--- config.mk ---
export PLATFORM = sky130hd
export DESIGN_NAME = periph_reset_seq
export DESIGN_NICKNAME = d
export VERILOG_FILES = /design/src/rtl/periph_reset_seq.sv
export SDC_FILE = /design/constraint.sdc
export NUM_CORES = 1
export LEC_CHECK = 0
export ABC_AREA = 1
export CAP_MARGIN = 20
export CORE_UTILIZATION = 44
export CTS_CLUSTER_SIZE = 12
export DETAILED_ROUTE_END_ITERATION = 8
export PLACE_DENSITY_LB_ADDON = 0.1
export SYNTH_ARGS = -nofsm -noshare
export SYNTH_HDL_FRONTEND = slang
export SYNTH_SLANG_ARGS = --single-unit
--- constraint.sdc ---
create_clock -name clk -period 2.18 [get_ports clk]
set_clock_uncertainty 0.1 [all_clocks]
set_input_delay 0.218 -clock clk [delete_from_list [all_inputs] [get_ports clk]]
set_output_delay 0.218 -clock clk [all_outputs]
set_load 0.02 [all_outputs]
--- src/rtl/periph_reset_seq.sv ---
// -----------------------------------------------------------------------------
// periph_reset_seq
//
// Staged peripheral-reset sequencer on the 8-bit CSR bus. A start pulse (or a
// CTRL.go write) releases the reset lines one at a time, stage 0 first. The gap
// between consecutive stage events is a programmable number of ce ticks. A
// shutdown pulse (or CTRL.off) re-asserts the released lines in reverse order.
// The HOLD register keeps individual stages in reset. A held stage still uses
// its time slot in the sequence.
//
// Ports:
//   clk       system clock
//   rst_n     asynchronous active-low reset
//   ce        single-cycle pacing tick (32 kHz)
//   start     single-cycle pulse, begin release sequence
//   shutdown  single-cycle pulse, begin reverse assertion
//   csr_a     CSR address
//   csr_di    CSR write data
//   csr_we    CSR write strobe
//   csr_do    CSR read data, 8'h00 outside BASE_ADDR..BASE_ADDR+2 (OR-bus)
//   rst_out   per-stage reset, 1 = held in reset
//   busy      release or shutdown sequence in progress
//   done      all stages released, sequencer idle
//
// CSR map:
//   +0 CTRL   W: bit0 go, bit1 off   R: {idx[3:0], 2'b0, done, busy}
//   +1 HOLD   R/W, NUM_STAGES bits
//   +2 DELAY  R/W gap in ce ticks (only with PERIPH_RESET_SEQ_CSR_DELAY_EN)
//
// Optional feature macro: PERIPH_RESET_SEQ_CSR_DELAY_EN
//   When defined, the gap comes from the DELAY register. A write to DELAY
//   takes effect at the next counter reload.
//   When undefined, the gap is fixed at STAGE_DELAY. In that build +2 reads
//   8'h00 and writes to it are ignored.
// -----------------------------------------------------------------------------
module periph_reset_seq #(
    parameter logic [4:0] BASE_ADDR   = 5'h1d,
    parameter int         NUM_STAGES  = 4,
    parameter logic [7:0] STAGE_DELAY = 8'd4
) (
    input  logic                  clk,
    input  logic                  rst_n,
    input  logic                  ce,
    input  logic                  start,
    input  logic                  shutdown,
    input  logic [4:0]            csr_a,
    input  logic [7:0]            csr_di,
    input  logic                  csr_we,
    output logic [7:0]            csr_do,
    output logic [NUM_STAGES-1:0] rst_out,
    output logic                  busy,
    output logic                  done
);

    localparam logic [1:0] ST_OFF  = 2'd0;
    localparam logic [1:0] ST_UP   = 2'd1;
    localparam logic [1:0] ST_ON   = 2'd2;
    localparam logic [1:0] ST_DOWN = 2'd3;

    localparam logic [4:0] ADDR_CTRL  = BASE_ADDR;
    localparam logic [4:0] ADDR_HOLD  = BASE_ADDR + 5'd1;
    localparam logic [4:0] ADDR_DELAY = BASE_ADDR + 5'd2;

    localparam logic [3:0] LAST_IDX = 4'(NUM_STAGES - 1);

    logic [1:0]            state;
    logic [3:0]            idx;
    logic [7:0]            cnt;
    logic [NUM_STAGES-1:0] rel;
    logic [NUM_STAGES-1:0] hold;
    logic [7:0]            reload;

    logic sel_ctrl;
    logic sel_hold;
    logic sel_delay;
    logic go;
    logic off;

    // One-hot select of stage i. The loop avoids indexing rel with a wider idx.
    function automatic logic [NUM_STAGES-1:0] stage_bit(input logic [3:0] i);
        logic [NUM_STAGES-1:0] m;
        m = '0;
        for (int s = 0; s < NUM_STAGES; s++) begin
            if (i == 4'(s)) begin
                m[s] = 1'b1;
            end
        end
        return m;
    endfunction

    assign sel_ctrl  = (csr_a == ADDR_CTRL);
    assign sel_hold  = (csr_a == ADDR_HOLD);
    assign sel_delay = (csr_a == ADDR_DELAY);

    // A CTRL write behaves exactly like the matching pulse input.
    assign go  = start    | (csr_we & sel_ctrl & csr_di[0]);
    assign off = shutdown | (csr_we & sel_ctrl & csr_di[1]);

    assign busy = (state == ST_UP) || (state == ST_DOWN);
    assign done = (state == ST_ON);

`ifdef PERIPH_RESET_SEQ_CSR_DELAY_EN
    logic [7:0] delay_q;

    always_ff @(posedge clk or negedge rst_n) begin
        if (!rst_n) begin
            delay_q <= STAGE_DELAY;
        end else if (csr_we && sel_delay) begin
            delay_q <= csr_di;
        end
    end

    assign reload = delay_q;
`else
    assign reload = STAGE_DELAY;
`endif

    // Sequencer. An event happens on the cycle after cnt reaches zero, so the
    // gap is D ce ticks plus one clk. With D = 0 there is one event per clk.
    always_ff @(posedge clk or negedge rst_n) begin
        if (!rst_n) begin
            state <= ST_OFF;
            idx   <= 4'd0;
            cnt   <= STAGE_DELAY;
            rel   <= '0;
        end else begin
            case (state)
                ST_OFF: begin
                    // shutdown wins over a simultaneous start
                    if (go && !off) begin
                        state <= ST_UP;
                        idx   <= 4'd0;
                        cnt   <= reload;
                    end
                end
                ST_UP: begin
                    if (off) begin
                        state <= ST_DOWN;
                        cnt   <= reload;
                    end else if (cnt == 8'd0) begin
                        rel <= rel | stage_bit(idx);
                        idx <= idx + 4'd1;
                        cnt <= reload;
                        if (idx == LAST_IDX) begin
                            state <= ST_ON;
                        end
                    end else if (ce) begin
                        cnt <= cnt - 8'd1;
                    end
                end
                ST_ON: begin
                    if (off) begin
                        state <= ST_DOWN;
                        cnt   <= reload;
                    end else if (go) begin
                        state <= ST_UP;
                        rel   <= '0;
                        idx   <= 4'd0;
                        cnt   <= reload;
                    end
                end
                default: begin
                    // ST_DOWN. Shutdown during UP before any release leaves
                    // nothing to re-assert.
                    if (idx == 4'd0) begin
                        state <= ST_OFF;
                    end else if (cnt == 8'd0) begin
                        rel <= rel & ~stage_bit(idx - 4'd1);
                        idx <= idx - 4'd1;
                        cnt <= reload;
                        if (idx == 4'd1) begin
                            state <= ST_OFF;
                        end
                    end else if (ce) begin
                        cnt <= cnt - 8'd1;
                    end
                end
            endcase
        end
    end

    always_ff @(posedge clk or negedge rst_n) begin
        if (!rst_n) begin
            hold <= '0;
        end else if (csr_we && sel_hold) begin
            hold <= csr_di[NUM_STAGES-1:0];
        end
    end

    // Registered output. It lags rel and hold by one clk.
    always_ff @(posedge clk or negedge rst_n) begin
        if (!rst_n) begin
            rst_out <= '1;
        end else begin
            rst_out <= ~rel | hold;
        end
    end

    always_comb begin
        csr_do = 8'h00;
        if (sel_ctrl) begin
            csr_do = {idx, 2'b00, done, busy};
        end else if (sel_hold) begin
            csr_do = 8'(hold);
        end
`ifdef PERIPH_RESET_SEQ_CSR_DELAY_EN
        else if (sel_delay) begin
            csr_do = delay_q;
        end
`endif
    end

    // Write-data bits beyond the implemented register fields are don't-care.
    logic unused_di;
    assign unused_di = ^{csr_di, sel_delay};

endmodule
==> Word level (Yosys, flattened, before mapping) <==
Index checks and enable logic that the tools add are counted.
{ "classes": {"muxes": 65, "n_eq_ne": 21, "reduce_logical": 17, "addsub": 3, "bitwise_logic": 11} }
{ "ops": {"columns": ["op", "count"], "rows": [
  ["$mux W8", 8],
  ["$mux W4", 12],
  ["$mux W1", 32],
  ["$pmux W4 S3", 2],
  ["$pmux W8 S3", 1],
  ["$mux W2", 9],
  ["$eq A4 B2 Y1 const B", 4],
  ["$reduce_and A7 Y1", 2],
  ["$eq A5 B5 Y1 const B", 2],
  ["$reduce_bool A5 Y1", 2],
  ["$eq A4 B1 Y1 const B", 2],
  ["$logic_not A4 Y1", 2],
  ["$logic_not A8 Y1", 1],
  ["$not A4 Y4", 2],
  ["$or A4 B4 Y4", 2],
  ["$sub A8 B1 Y8 const B", 1],
  ["$ne A2 B2 Y1 const B", 3],
  ["$ne A3 B2 Y1 const B", 2],
  ["$pmux W2 S3", 1],
  ["$reduce_and A6 Y1", 1],
  ["$add A4 B1 Y4 const B", 1],
  ["$and A4 B4 Y4", 1],
  ["$eq A2 B2 Y1 const B", 2],
  ["$ne A2 B1 Y1 const B", 2],
  ["other kinds (16)", 20]
]} }
{ "totals": {"regBits": 26, "inputBits": 19, "elab_cells": 123, "output_inout_bits": 14} }

==> Longest topological paths before layout <==
{ "logic_depth": {"depth_word": 11, "ltp_mapped": 11, "ltp_nobuf": 11} }

==> Worst setup path after synthesis <==
Ideal clock, no wire load.
{ "synth_timing": {"path_type": "register to register", "start": "register state[0]", "end": "register idx[0]", "t_required_ns": 1.963, "setup_ns": 0.117, "t_arrival_ns": 1.541, "setup_slack_ns": 0.422, "stages_incl_launch_ff": 9, "cell_sequence": "dfrtp_1 inv_1 ha_1 nor2_1 o21a_1 nor2_2 nand3_2 nand2_1 nand2_1"} }
{ "synth_between": {"elab_chain_len": 3} }
{ "synth_lines": {"columns": ["element", "line_no", "text"], "rows": [
  ["start: declaration", "66", "logic [1:0] state;"],
  ["start signal: assignment", "122", "state <= ST_OFF;"],
  ["start signal: assignment", "131", "state <= ST_UP;"],
  ["start signal: assignment", "138", "state <= ST_DOWN;"],
  ["$eq A2 B2 Y1 *", null, null],
  ["named net done", "52", "output logic done"],
  ["$ne A4 B3 Y1 (no source line) (tied with other cells)", null, null],
  ["$reduce_and A7 Y1 (no source line)", null, null],
  ["end signal: assignment", "142", "idx <= idx + 4'd1;"],
  ["end signal: assignment", "169", "idx <= idx - 4'd1;"],
  ["end: declaration", "67", "logic [3:0] idx;"]
]} }
The timed path passes the listed nets; every way through them passes the cells marked *.
A chain may end at the register's enable or synchronous reset.

==> Final worst setup path <==
{ "layout_timing": {"start": "register state[1]", "end": "output port busy"} }
{ "layout_between": {"elab_chain_len": 2} }
{ "layout_lines": {"columns": ["element", "line_no", "text"], "rows": [
  ["$eq A2 B1 Y1 / $eq A2 B2 Y1 (equally long branches)", "99", "assign busy = (state == ST_UP) || (state == ST_DOWN);"],
  ["$logic_or A1 B1 Y1 *", "99", null],
  ["end: declaration", "51", "output logic busy,"]
]} }
Every way passes the cells marked *; elsewhere a longest branch is shown, timed or not.

==> flow_metrics.tcl <==
set metrics [dict create \
    hpwl_mm 3.675 \
    slew_headroom_pct 76.87 \
    dr.first_iter.drc_count 87 \
    remaining_drc_errors 0 \
    synth.avg_cell_area_um2 6.740 \
    arrival_ps 1770 \
    register_area_um2 656.9 \
    slew_viol_final 0 \
    io_buffers 28 \
    hold_viol 0 \
    boundaryPins 33 \
    grt_max_degree 27 \
    wl_mm 4.723 \
    synthArstFlopShare_pct 100.0 \
    r2r_slack_ps 250 \
    yosys_warnings 0 \
    tightest_slew_ps 347.0 \
    setup_viol 0 \
    wl_per_cell_um 11.99 \
    grt_pass1_wl_mm 8.259 \
    power_leakage_nw 1.419 \
    antenna_left 0 \
    ys_ff_latch 26 \
    ir_worst_vdd_mv 0.5594 \
    cts.htree.levels 1 \
    netlist_area_mm2 0.002056 \
    critPathMostFrequentCell "inv_1" \
    fin_total_pwr_mw 3.319 \
    avgViaCountPerCell 4.858 \
    cpPeakStageDelay_ps 530 \
    power_density_mw_per_mm2 1316 \
    synth-edff-count 0 \
    yosysSeqAreaShare_pct 31.95 \
    gp_congestion 0.8388 \
    design_area_mm2 0.002522 \
    synthCells 305 \
    num_vias 1914 \
    placed_cell_area_mm2 0.002441 \
    die-area_mm2 0.004949 \
    multi_input_area_mm2 0.001231 \
    cts.sink_count 26 \
    dr.pass1.iters 4 \
    clk_path_buf_depth 2 \
    drv_cap 0 \
    instances_no_fill 394 \
    insertion_delay_ps 280 \
    crit_fanout 5 \
    grt_pass1_vias 1880 \
    core_mm2 0.004414 \
    ctsHoldBuffers 0 \
    period_share_pct 95.98 \
    die_w_um 70.35 \
    whs_ps 204.8 \
    cts_tree "done" \
    finalNetCount 375 \
    max_freq_ghz 0.4779 \
    cp.required_ps 1860 \
    grtUsageTotal_pct 20.71 \
    synth_cell_types 31 \
    pre_cts_slack_ps -67.87 \
    cts_buffers 3 \
    antenna_found_initial 0 \
    fin_crit_ps 2092 \
    layout-drive-gt1-share_pct 11.70 \
    synth-main-ff-cell "dfrtp_1" \
    worst_slack_ps 87.68 \
    reg2reg_depth 8 \
    utilization_pct 57.14 \
    path_class "flop to output pin" \
    end_kind "output pin" \
    core.rowCount 24 \
    globalRouteOverflowTotal 0 \
    crit_chain "inv_1 -> ha_1 -> nor2_2 -> inv_1 -> clkdlybuf4s50_1" \
    area_delta_synth_final_pct 22.70 \
    ctsRootBufferMaster "clkbuf_8" \
    dp_cells 390 \
    start_util_pct 46.57 \
    critical_path.slowest_cell "clkdlybuf4s50_1" \
    setup_tns_ps 0 \
    n_antenna_cell 0 \
    synth_nets 337 \
    start_kind "flop" \
    status "finished, final reports clean" \
    n_fill_cell 426 \
    dieHeight_um 70.35 \
    clkTransAtPathRegs_ps 100 \
    hold_path_class "input pin to async pin" \
]
## layer usage
metal	global-route usage, %	vias to the layer above	wire length [µm]
met5	0	-	0
met3	2.886	9	122
li1	-	1021	-
met1	25.41	859	2277
met4	8.667	0	97
met2	35.98	25	2225
## cell type report
cell class	instances	share of cell area, %
clock buffer	3	1.637
clock inverter	1	1.190
inverter	40	5.952
multi-input combinational	236	48.81
sequential	26	26.04
tap	52	2.579
timing repair buffer	36	13.79
## synthesized netlist by cell type, types with 3 or more instances
cell / count / area share [%]
a21oi_1: 8 / 1.9
dfrtp_1: 21 / 26
dfstp_2: 5 / 6.4
ha_1: 13 / 7.9
inv_1: 38 / 6.9
nand2_1: 104 / 19
nand2_2: 7 / 2.1
nand3_1: 18 / 4.4
nand4_1: 8 / 2.4
nor2_1: 44 / 8.0
nor2_4: 4 / 2.2
o21ai_0: 9 / 2.2
xnor2_1: 3 / 1.3
xor2_1: 3 / 1.3
## cell usage in the layout (no fill, tap or decap), drive strengths merged
| master | n |
|---|---|
| dlygate4sd2 | 4 |
| or2 | 1 |
| and2 | 1 |
| o21ai | 10 |
| xnor2 | 3 |
| nor3 | 1 |
| o22ai | 2 |
| dlymetal6s2s | 5 |
| o21a | 1 |
| inv | 40 |
| nand2 | 112 |
| nand3 | 19 |
| nand3b | 1 |
| a21oi | 8 |
| buf | 8 |
| bufinv | 1 |
| ha | 13 |
| clkbuf | 3 |
| dfrtp | 21 |
| nor3b | 2 |
| dfstp | 5 |
| nor2 | 50 |
| nand4 | 9 |
| xor2 | 3 |
| clkdlybuf4s50 | 19 |
## state kept, by name (all words and copies together), names as in the netlist
| signal | cells |
|---|---|
| cnt | 8 |
| hold | 4 |
| idx | 4 |
| rel | 4 |
| rst_out | 4 |
| state | 2 |
## power breakdown
| group | internal (mW) | switching [mW] | total (mW) | leakage, nW |
|---|---|---|---|---|
| combinational | 0.759 | 1.35 | 2.10 | 1.06 |
| clock | 0.246 | 0.166 | 0.412 | 0.0357 |
| sequential | 0.640 | 0.163 | 0.803 | 0.323 |
| total | 1.65 | 1.67 | 3.32 | 1.42 |
## worst paths after layout
kind,end,startpoint
setup / recovery,busy,state[1]
max in group asynchronous,rst_out[1],rst_n
setup reg to reg,idx[1],state[0]
min in group clk,rst_out[2],rel[2]
hold reg to reg,rst_out[2],rel[2]
hold / removal,cnt[0],rst_n
## worst max-delay path, delay by kind of cell (launching register included)
| kind | cells | cell delay (ps) |
|---|---|---|
| buffers and inverters | 3 | 690 |
| adder cells (fa/ha/maj) | 1 | 210 |
| AND/OR/NAND/NOR | 1 | 170 |
| flip-flops | 1 | 420 |
## repair_timing
item | CTS | global route
gates resized for setup | 4 | 7
setup endpoints to repair | 4 | 6
buffers inserted | 0 | 0
## cell families (layout without fill, tap and decap cells)
logic type      Yosys count  count (layout)  share of synthesized area [%]
flops                    26              26                          31.95
compound gates           21              21                          5.539
xor+xnor                  6               6                          2.557
fa+ha+maj                13              13                          7.913
buf+inv                  43              80                          8.277
simple gates            196             196                          43.76
No activity file was read; power rests on OpenSTA's default activity.
